===== src/rtl/uart_mem_host.sv =====
// Host-side peer of the processor UART memory link: streams a source RAM image out
// as a load, then captures the returned dump into a capture RAM (LSB-first framing).
module uart_mem_host #(
  parameter int MEM_WORD_LENGTH = 12,
  parameter int MEM_DEPTH       = 4096,
  parameter int MEM_ADDR_LENGTH = $clog2(MEM_DEPTH),
  parameter int UART_WIDTH      = 8,
  parameter int TIMEOUT_CYCLES  = 2**24
) (
  input  logic                       clk,
  input  logic                       rst,
  input  logic                       start,
  input  logic                       load_en,
  input  logic [MEM_ADDR_LENGTH-1:0] load_end_addr,
  input  logic [MEM_ADDR_LENGTH-1:0] dump_end_addr,
  output logic                       busy,
  output logic                       load_done,
  output logic                       dump_done,
  output logic                       timeout_err,
  output logic [MEM_ADDR_LENGTH-1:0] srcAddr,
  input  logic [MEM_WORD_LENGTH-1:0] srcData,
  output logic                       capWrEn,
  output logic [MEM_ADDR_LENGTH-1:0] capAddr,
  output logic [MEM_WORD_LENGTH-1:0] capData,
  input  logic                       txByteReady,
  output logic                       txByteStart,
  output logic [UART_WIDTH-1:0]      byteForTx,
  input  logic                       rxByteReady,
  input  logic                       rx_new_byte_indicate,
  input  logic [UART_WIDTH-1:0]      byteFromRx,
  output logic [3:0]                 dbg_state
);

  localparam int BPW = (MEM_WORD_LENGTH + UART_WIDTH - 1) / UART_WIDTH;
  localparam int SHW = BPW * UART_WIDTH;
  localparam int IW  = (BPW > 1) ? $clog2(BPW) : 1;
  localparam int TW  = $clog2(TIMEOUT_CYCLES) + 1;

  localparam logic [IW-1:0]              LAST_IDX = IW'(BPW - 1);
  localparam logic [IW-1:0]              IDX_ONE  = IW'(1);
  localparam logic [TW-1:0]              TMO_LAST = TW'(TIMEOUT_CYCLES - 1);
  localparam logic [TW-1:0]              TMO_ONE  = TW'(1);
  localparam logic [MEM_ADDR_LENGTH-1:0] ADDR_ONE = MEM_ADDR_LENGTH'(1);

  localparam logic [3:0] S_IDLE     = 4'd0;
  localparam logic [3:0] S_LD_ADDR  = 4'd1;
  localparam logic [3:0] S_LD_WAIT  = 4'd2;
  localparam logic [3:0] S_LD_LATCH = 4'd3;
  localparam logic [3:0] S_TX_START = 4'd4;
  localparam logic [3:0] S_TX_BUSY  = 4'd5;
  localparam logic [3:0] S_TX_DONE  = 4'd6;
  localparam logic [3:0] S_DUMP     = 4'd7;
  localparam logic [3:0] S_CAP_WR   = 4'd8;

  logic [3:0]                 r_state;
  logic [MEM_ADDR_LENGTH-1:0] r_src_addr;
  logic [MEM_ADDR_LENGTH-1:0] r_cap_addr;
  logic [SHW-1:0]             r_tx_shift;
  logic [IW-1:0]              r_tx_idx;
  logic [SHW-1:0]             r_rx_word;
  logic [IW-1:0]              r_rx_idx;
  logic [TW-1:0]              r_tmo;
  logic                       r_load_done;
  logic                       r_timeout_err;
  logic                       w_cap_wr;
  logic                       w_unused;

  // TX handshake: the start strobe is only raised while the UART reports idle,
  // and the byte on byteForTx only changes after TX has gone busy and come back.
  always_ff @(posedge clk) begin
    if (rst) begin
      r_state       <= S_IDLE;
      r_src_addr    <= '0;
      r_cap_addr    <= '0;
      r_tx_shift    <= '0;
      r_tx_idx      <= '0;
      r_rx_word     <= '0;
      r_rx_idx      <= '0;
      r_tmo         <= '0;
      r_load_done   <= 1'b0;
      r_timeout_err <= 1'b0;
    end else begin
      r_load_done <= 1'b0;
      case (r_state)
        S_IDLE: begin
          if (start) begin
            r_state       <= load_en ? S_LD_ADDR : S_DUMP;
            r_src_addr    <= '0;
            r_cap_addr    <= '0;
            r_tx_idx      <= '0;
            r_rx_idx      <= '0;
            r_tmo         <= '0;
            r_timeout_err <= 1'b0;
          end
        end
        S_LD_ADDR:  r_state <= S_LD_WAIT;
        S_LD_WAIT:  r_state <= S_LD_LATCH;
        S_LD_LATCH: begin
          r_tx_shift <= SHW'(srcData);
          r_tx_idx   <= '0;
          r_state    <= S_TX_START;
        end
        S_TX_START: if (txByteReady) r_state <= S_TX_BUSY;
        S_TX_BUSY:  if (!txByteReady) r_state <= S_TX_DONE;
        S_TX_DONE: begin
          if (txByteReady) begin
            if (r_tx_idx != LAST_IDX) begin
              r_tx_shift <= r_tx_shift >> UART_WIDTH;
              r_tx_idx   <= r_tx_idx + IDX_ONE;
              r_state    <= S_TX_START;
            end else if (r_src_addr == load_end_addr) begin
              r_load_done <= 1'b1;
              r_tmo       <= '0;
              r_state     <= S_DUMP;
            end else begin
              r_src_addr <= r_src_addr + ADDR_ONE;
              r_state    <= S_LD_ADDR;
            end
          end
        end
        S_DUMP: begin
          if (rxByteReady) begin
            r_tmo <= '0;
            for (int k = 0; k < BPW; k++) begin
              if (r_rx_idx == IW'(k)) r_rx_word[k*UART_WIDTH +: UART_WIDTH] <= byteFromRx;
            end
            if (r_rx_idx == LAST_IDX) begin
              r_rx_idx <= '0;
              r_state  <= S_CAP_WR;
            end else begin
              r_rx_idx <= r_rx_idx + IDX_ONE;
            end
          end else if (r_tmo == TMO_LAST) begin
            r_timeout_err <= 1'b1;
            r_state       <= S_IDLE;
          end else begin
            r_tmo <= r_tmo + TMO_ONE;
          end
        end
        S_CAP_WR: begin
          r_tmo <= '0;
          // An all-ones end address must stop here rather than wrap to 0.
          if (r_cap_addr == dump_end_addr) begin
            r_state <= S_IDLE;
          end else begin
            r_cap_addr <= r_cap_addr + ADDR_ONE;
            r_state    <= S_DUMP;
          end
        end
        default: r_state <= S_IDLE;
      endcase
    end
  end

  // Strobes are masked by rst so a reset landing on CAP_WR never writes.
  assign w_cap_wr    = (r_state == S_CAP_WR) && !rst;
  assign capWrEn     = w_cap_wr;
  assign dump_done   = w_cap_wr && (r_cap_addr == dump_end_addr);
  assign txByteStart = (r_state == S_TX_START) && txByteReady && !rst;
  assign busy        = (r_state != S_IDLE);
  assign load_done   = r_load_done;
  assign timeout_err = r_timeout_err;
  assign srcAddr     = r_src_addr;
  assign capAddr     = r_cap_addr;
  assign capData     = r_rx_word[MEM_WORD_LENGTH-1:0];
  assign byteForTx   = r_tx_shift[UART_WIDTH-1:0];
  assign dbg_state   = r_state;

  assign w_unused = ^{rx_new_byte_indicate, r_rx_word};

endmodule


===== config.mk =====
export PLATFORM = sky130hd
export DESIGN_NAME = uart_mem_host
export DESIGN_NICKNAME = d
export VERILOG_FILES = /design/src/rtl/uart_mem_host.sv
export SDC_FILE = /design/constraint.sdc
export NUM_CORES = 1
export LEC_CHECK = 0
export CORE_MARGIN = 5
export CORE_UTILIZATION = 36
export DETAILED_ROUTE_END_ITERATION = 6
export PLACE_DENSITY = 0.72
export SLEW_MARGIN = 40
export SYNTH_ARGS = -nofsm -noshare
export SYNTH_HDL_FRONTEND = slang
export SYNTH_SLANG_ARGS = --single-unit

===== constraint.sdc =====
create_clock -name clk -period 2 [get_ports clk]
set_input_delay 0.4 -clock clk [delete_from_list [all_inputs] [get_ports clk]]
set_output_delay 0.4 -clock clk [all_outputs]
set_load 0.005 [all_outputs]

# After elaboration in Yosys (flattened, before gate mapping)

Cells that the tools add are included.

Output and inout port bits: 54
Bits of input ports: 51
Register bits: 85

Mux-type cells: 40
Equality and inequality tests: 26
Add/sub/neg operators: 5
Bitwise logic cells: 4
Reduce and logical (&&, ||, !) cells: 24

Operators with widths:

| cell                                                  | count |
|---|---|
| 2-to-1 mux 25 bit                                     | 6 |
| case mux 25 bit (4 select lines)                      | 1 |
| 2-to-1 mux 12 bit                                     | 5 |
| case mux 12 bit (2 select lines)                      | 2 |
| case mux 4 bit (9 select lines)                       | 1 |
| 2-to-1 mux 16 bit                                     | 2 |
| case mux 16 bit (2 select lines)                      | 1 |
| 2-to-1 mux 4 bit                                      | 7 |
| adder 25 x 1 -> 25 bit, second input constant         | 1 |
| equality test 25 x 24 -> 1 bit, second input constant | 1 |
| adder 12 x 1 -> 12 bit, second input constant         | 2 |
| equality test 12 bit                                  | 2 |
| != test 2 bit, second input constant                  | 12 |
| AND reduction 3 bit                                   | 6 |
| equality test 4 x 3 -> 1 bit, second input constant   | 4 |
| 2-to-1 mux 3 bit                                      | 4 |
| AND reduction 6 bit                                   | 2 |
| != test 3 bit, second input constant                  | 3 |
| equality test 4 x 2 -> 1 bit, second input constant   | 2 |
| 2-to-1 mux 1 bit                                      | 8 |
| nonzero test 2 bit                                    | 4 |
| nonzero test 4 bit                                    | 2 |
| AND reduction 5 bit                                   | 1 |
| equality test 4 x 1 -> 1 bit, second input constant   | 1 |
| other kinds (11)                                      | 19 |

# Depth between registers and ports, before layout

Word-level depth: 5
Gate-level depth with buffers: 8
Depth with buffers taken out: 7

# Worst setup path after synthesis

OpenSTA, ideal clock, no wires.

Path kind: register to register
From: register r_state[2], in the netlist dbg_state[2]
To: register r_tmo[16]
Period minus slack after synthesis: 2085 ps
Cell stages (with the launch flop): 9
Path slack: -85 ps
Path buffers: 3
Required time: 1878 ps
Library setup time: 122 ps
Data arrival time: 1964 ps
Cell sequence: dfxtp_1 > buf_6 > or4b_4 > o21a_1 > or2_0 > buf_6 > o31ai_4 > buf_4 > a21oi_1

Longest elaborated chain between the ends: 3
Elaborated cells on any way between the ends: 12
Those cells by class: eq/ne: 8; mux: 1; reduce/logical: 3

Ends and longest elaborated chain:

| what                                                 | line | RTL |
|---|---|---|
| start: declaration                                   | 55   | `logic [3:0] r_state;` |
| start signal: assignment                             | 87   | `r_state <= load_en ? S_LD_ADDR : S_DUMP;` |
| equality test 4 x 3 -> 1 bit (tied with other cells) | 84   | `case (r_state)` |
| != test 3 bit (no line) (tied with other cells)      | n/a  |  |
| AND reduction 6 bit (no line)                        | n/a  |  |
| end signal: assignment                               | 137  | `r_tmo <= r_tmo + TMO_ONE;` |
| end: declaration                                     | 62   | `logic [TW-1:0] r_tmo;` |

Several ways; a longest one is shown, not always the timed one.
A chain may end at the register's enable or synchronous reset.

# Worst setup path after layout

From: register r_state[0], in the netlist dbg_state[0]
To: register r_tmo[1]

Same word-level chain as after synthesis.

==> reports/metrics.csv <==
stage;metric;value;unit
cts;CTS root buffer;clkbuf_16;
synth;Yosys reg bits;81;
pwr;LEAKAGE;0.00293;uW
cts;clk slew on worst S/H paths;0.06;ns
critical_path;Top cell by count, worst path;buf_4;
cells_and_area;Non-Filler Instances;927;
sta;Fmax;447;MHz
route;vias;5102;
cells_and_area;# fillers;939;
cts;Num CTS Buffers;9;
pwr;sequential share of power;26.1;%
placement;Port-buffer cells;103;
critical_path;instance count on the critical path;9;
cts;clk buf depth;2;
cells_and_area;final core utilization;62.3;%
synth;Simple-Gate Fraction of Synth Area;31.2;%
placement;Detail Placement HPWL;10.6;mm
sta;worst slew pin tran;0.429;ns
critical_path;length in cells of the worst reg-to-reg path;9;
placement;routability congestion estimate from global placement;0.960;
cells_and_area;sequential cell area;1630;um^2
cts;H-tree levels;3;
floorplan;Die Area;14700;um^2
sta;Final Skew;0.00710;ns
pwr;Comb pwr share;45.8;%
critical_path;Worst Path Max Fanout;7;
worst_hold_path;HP Start;rst;
floorplan;Initial Util;36.9;%
critical_path;flop2flop setup slack;-0.24;ns
cells_and_area;most common cell after layout, fill and taps aside;buf_4;
cts;clk_lat worst skew;0.34;ns
synth;Synth Net Count;588;
sta;# setup viols final;31;
synth;yosys warns;0;
pwr;Overall Power;6800;uW
sta;Pins Over Slew Limit;0;
synth;Syn Area/Cell;8.33;um^2
grt;total grt overflow;0;
synth;synthesized area;4450;um^2
worst_hold_path;Worst Hold End;r_tx_idx;
sta;worst setup margin;-0.239;ns
status;status;finished with violations;
critical_path;delay-heaviest family, CP;simple AND/OR/NAND/NOR gates;
route;drt pass-1 iters;5;
critical_path;Worst setup EP type;register;
pwr;Pwr per Cell Area;904;nW/um^2
route;final WL;15.6;mm
floorplan;core box area;12100;um^2
critical_path;CP required;2.27;ns
critical_path;WP buf/inv;3;
route;Final ANT Viol Nets;0;
grt;largest net degree at the start of global routing;31;
synth;largest family of logic cells by synthesized area;simple AND/OR/NAND/NOR gates;
critical_path;cells along the critical path;buf_4 -> or3_1 -> o21a_1 -> or2_4 -> buf_12 -> nor3_4 -> buf_4 -> nand3_2 -> a21oi_2;
cells_and_area;fin nets;809;
synth;Post-synth ARST share;0;%
cells_and_area;Area Overhead vs Synth;68.9;%
synth;mux cell area share after synthesis;2.02;%
cells_and_area;multi-input logic area;3060;um^2
synth;Synth Area in Compound Gates;15.7;%
cts;hold buffer count at CTS;0;
placement;placed cell count;888;
pwr;sw power;2300;uW
route;WL/cell;16.9;um
synth;sequential area share after synthesis;36.4;%
route;DR DRC count;0;
synth;EDFF count, synth;0;
route;DRT iter0 DRCs;310;
placement;dpl ws;-0.615;ns
grt;Total Routing Usage GR;19.9;%
grt;vias in the first global route;5030;
pwr;part of the power in the clock network;28.1;%
worst_hold_path;Hold Crit Class;in2reg;
cells_and_area;ANT cells;0;
route;vias per cell;5.50;
pwr;Internal Power;4490;uW
pwr;Sw Share;33.9;%
synth;ys flop type;dfxtp_1;
critical_path;FF-to-FF Start;dbg_state[0];
critical_path;CP Data Arrival Time;2.50;ns
cts;clk sinks;81;
critical_path;Crit Reg-Reg Endpoint;r_tmo[1];
critical_path;Worst Setup Start Kind;register;
floorplan;Die Ht;121;um
sta;Rel. slew slack;70.7;%
worst_hold_path;Hold Crit Depth;2;
synth;Cells after Synth;534;
sta;RSZ-0062 raised after global routing;true;
cells_and_area;most frequent cells in the layout;124 x buf_4, 79 x clkdlybuf4s50_1, 71 x dfxtp_1, 57 x nor2_1, 45 x nand2_1;
pwr;worst IR drop on VDD;633;uV
floorplan;chip width;121;um
grt;global-route wire length before repair;23.9;mm
sta;final hold vios;0;
critical_path;Max stage delay cell, worst path;or3_1;
synth;xor/xnor share of the synthesized area;8.86;%
critical_path;critical path type;reg2reg;
cts;CTS tree;done;
grt;initial antenna violation count;0;
floorplan;Rows;40;
floorplan;# IOs;105;
synth;number of unique standard cell types used by synthesis;69;
critical_path;Critical Path Max Stage Delay;0.41;ns
status;violated checks;setup timing;
cells_and_area;share of post-route cells with drive strength above 1;33.2;%
run;Max-Cap Viols;0;
sta;fin crit period;2.24;ns
sta;final period utilization;112;%
synth;Synth Area in Adders;0.844;%
==> logic make-up (layout without fill, tap and decap cells) <==
logic type	count (synthesis)	in the layout
xor gates and xnor gates	45	45
buffers and inverters	44	268
adders and majority gates	3	3
muxes	9	9
DFF	81	81
and+or+nand+nor	248	249
AOI/OAI and AO/OA	104	104
==> cells in the mapped netlist (all sizes together) (4+ instances only) <==
library cell,instances,share of area (%)
nor4,16,3.4
or4,6,1.1
mux2i,9,2.0
a22oi,9,1.5
and3,9,1.3
a21oi,37,4.2
nor3,17,2.3
nand2b,5,0.70
and4,10,2.0
o31ai,8,1.8
buf,18,2.8
clkbuf,18,1.5
nor2,61,5.3
xnor2,43,8.5
nand2,46,3.9
or3,10,1.4
a211oi,7,1.3
or2,4,0.56
nand3,23,2.7
o21a,4,0.67
inv,8,0.67
o21ai,21,2.4
dfxtp,81,36
nand4,24,3.4
==> power groups by stage <==
stage	Sequential (uW)	Clock, uW	Combinational (uW)
after floorplan	1800	0	1250
after global placement	1790	0	2240
after detailed placement	1800	0	2280
after CTS	1770	1940	2750
after global routing	1780	2030	3320
final	1770	1910	3120
==> layer usage <==
layer  vias up  part of all wire, %  wire (um)  global-route usage, %
li1       2391                    -          -                      -
met1      2447                   41       6370                   24.3
met2       215                   51       7940                   34.5
met3        49                  5.6        879                   4.90
met4         0                  2.9        447                   6.09
met5         -                    0          0                      0
==> worst reg2reg max path, stage by stage (launching register included) <==
cell and delay (ns):
dfxtp_2 0.34, buf_4 0.18, or3_1 0.41, o21a_1 0.18, or2_4 0.29, buf_12 0.15, nor3_4 0.23, buf_4 0.15
nand3_2 0.07, a21oi_2 0.15
==> worst max-delay path by stage <==
stage	startpoint	to	slack [ns]
after global routing	dbg_state[0]	r_tmo[19]	-0.30
after CTS	dbg_state[0]	dump_done	-0.21
after global placement	load_end_addr[0]	r_tmo[13]	-0.54
after floorplan	dbg_state[2]	r_tmo[16]	-0.06
final	dbg_state[0]	r_tmo[1]	-0.24
after detailed placement	load_end_addr[2]	r_tmo[13]	-0.61
==> sequential cells by signal, indices dropped and copies added (netlist names) <==
register and flops:
r_tx_idx 1, r_rx_word 12, r_tmo 25, capAddr 12, r_rx_idx 1, dbg_state 4
load_done 1, timeout_err 1, srcAddr 12, r_tx_shift 12
==> what timing repair did <==
item / in CTS / in global routing
pin swaps: 25 / 55
setup endpoints to repair: 36 / 60
cloned: 2 / 1
setup buffers: 12 / 10
resized for setup: 49 / 91
==> area by class of cell <==
type / instances / area share (%)
tap: 168 / 2.80
clock inverter: 5 / 1.38
clock buffer: 10 / 3.18
sequential: 81 / 21.7
multi-input combinational: 410 / 40.7
inverter: 8 / 0.400
timing repair buffer: 245 / 29.8
==> stage by stage <==
step                      hold slack (ns)  TNS, ns  instance area (um^2)
final                               0.348    -3.18                  7520
after global routing                0.355    -5.46                  7520
after CTS                           0.314    -3.38                  7060
after detailed placement            0.449   -19.24                  6410
after global placement              0.443   -15.71                  6410
after floorplan                     0.453   -0.688                  4460
Note: power is estimated with default switching activity, not from simulation.
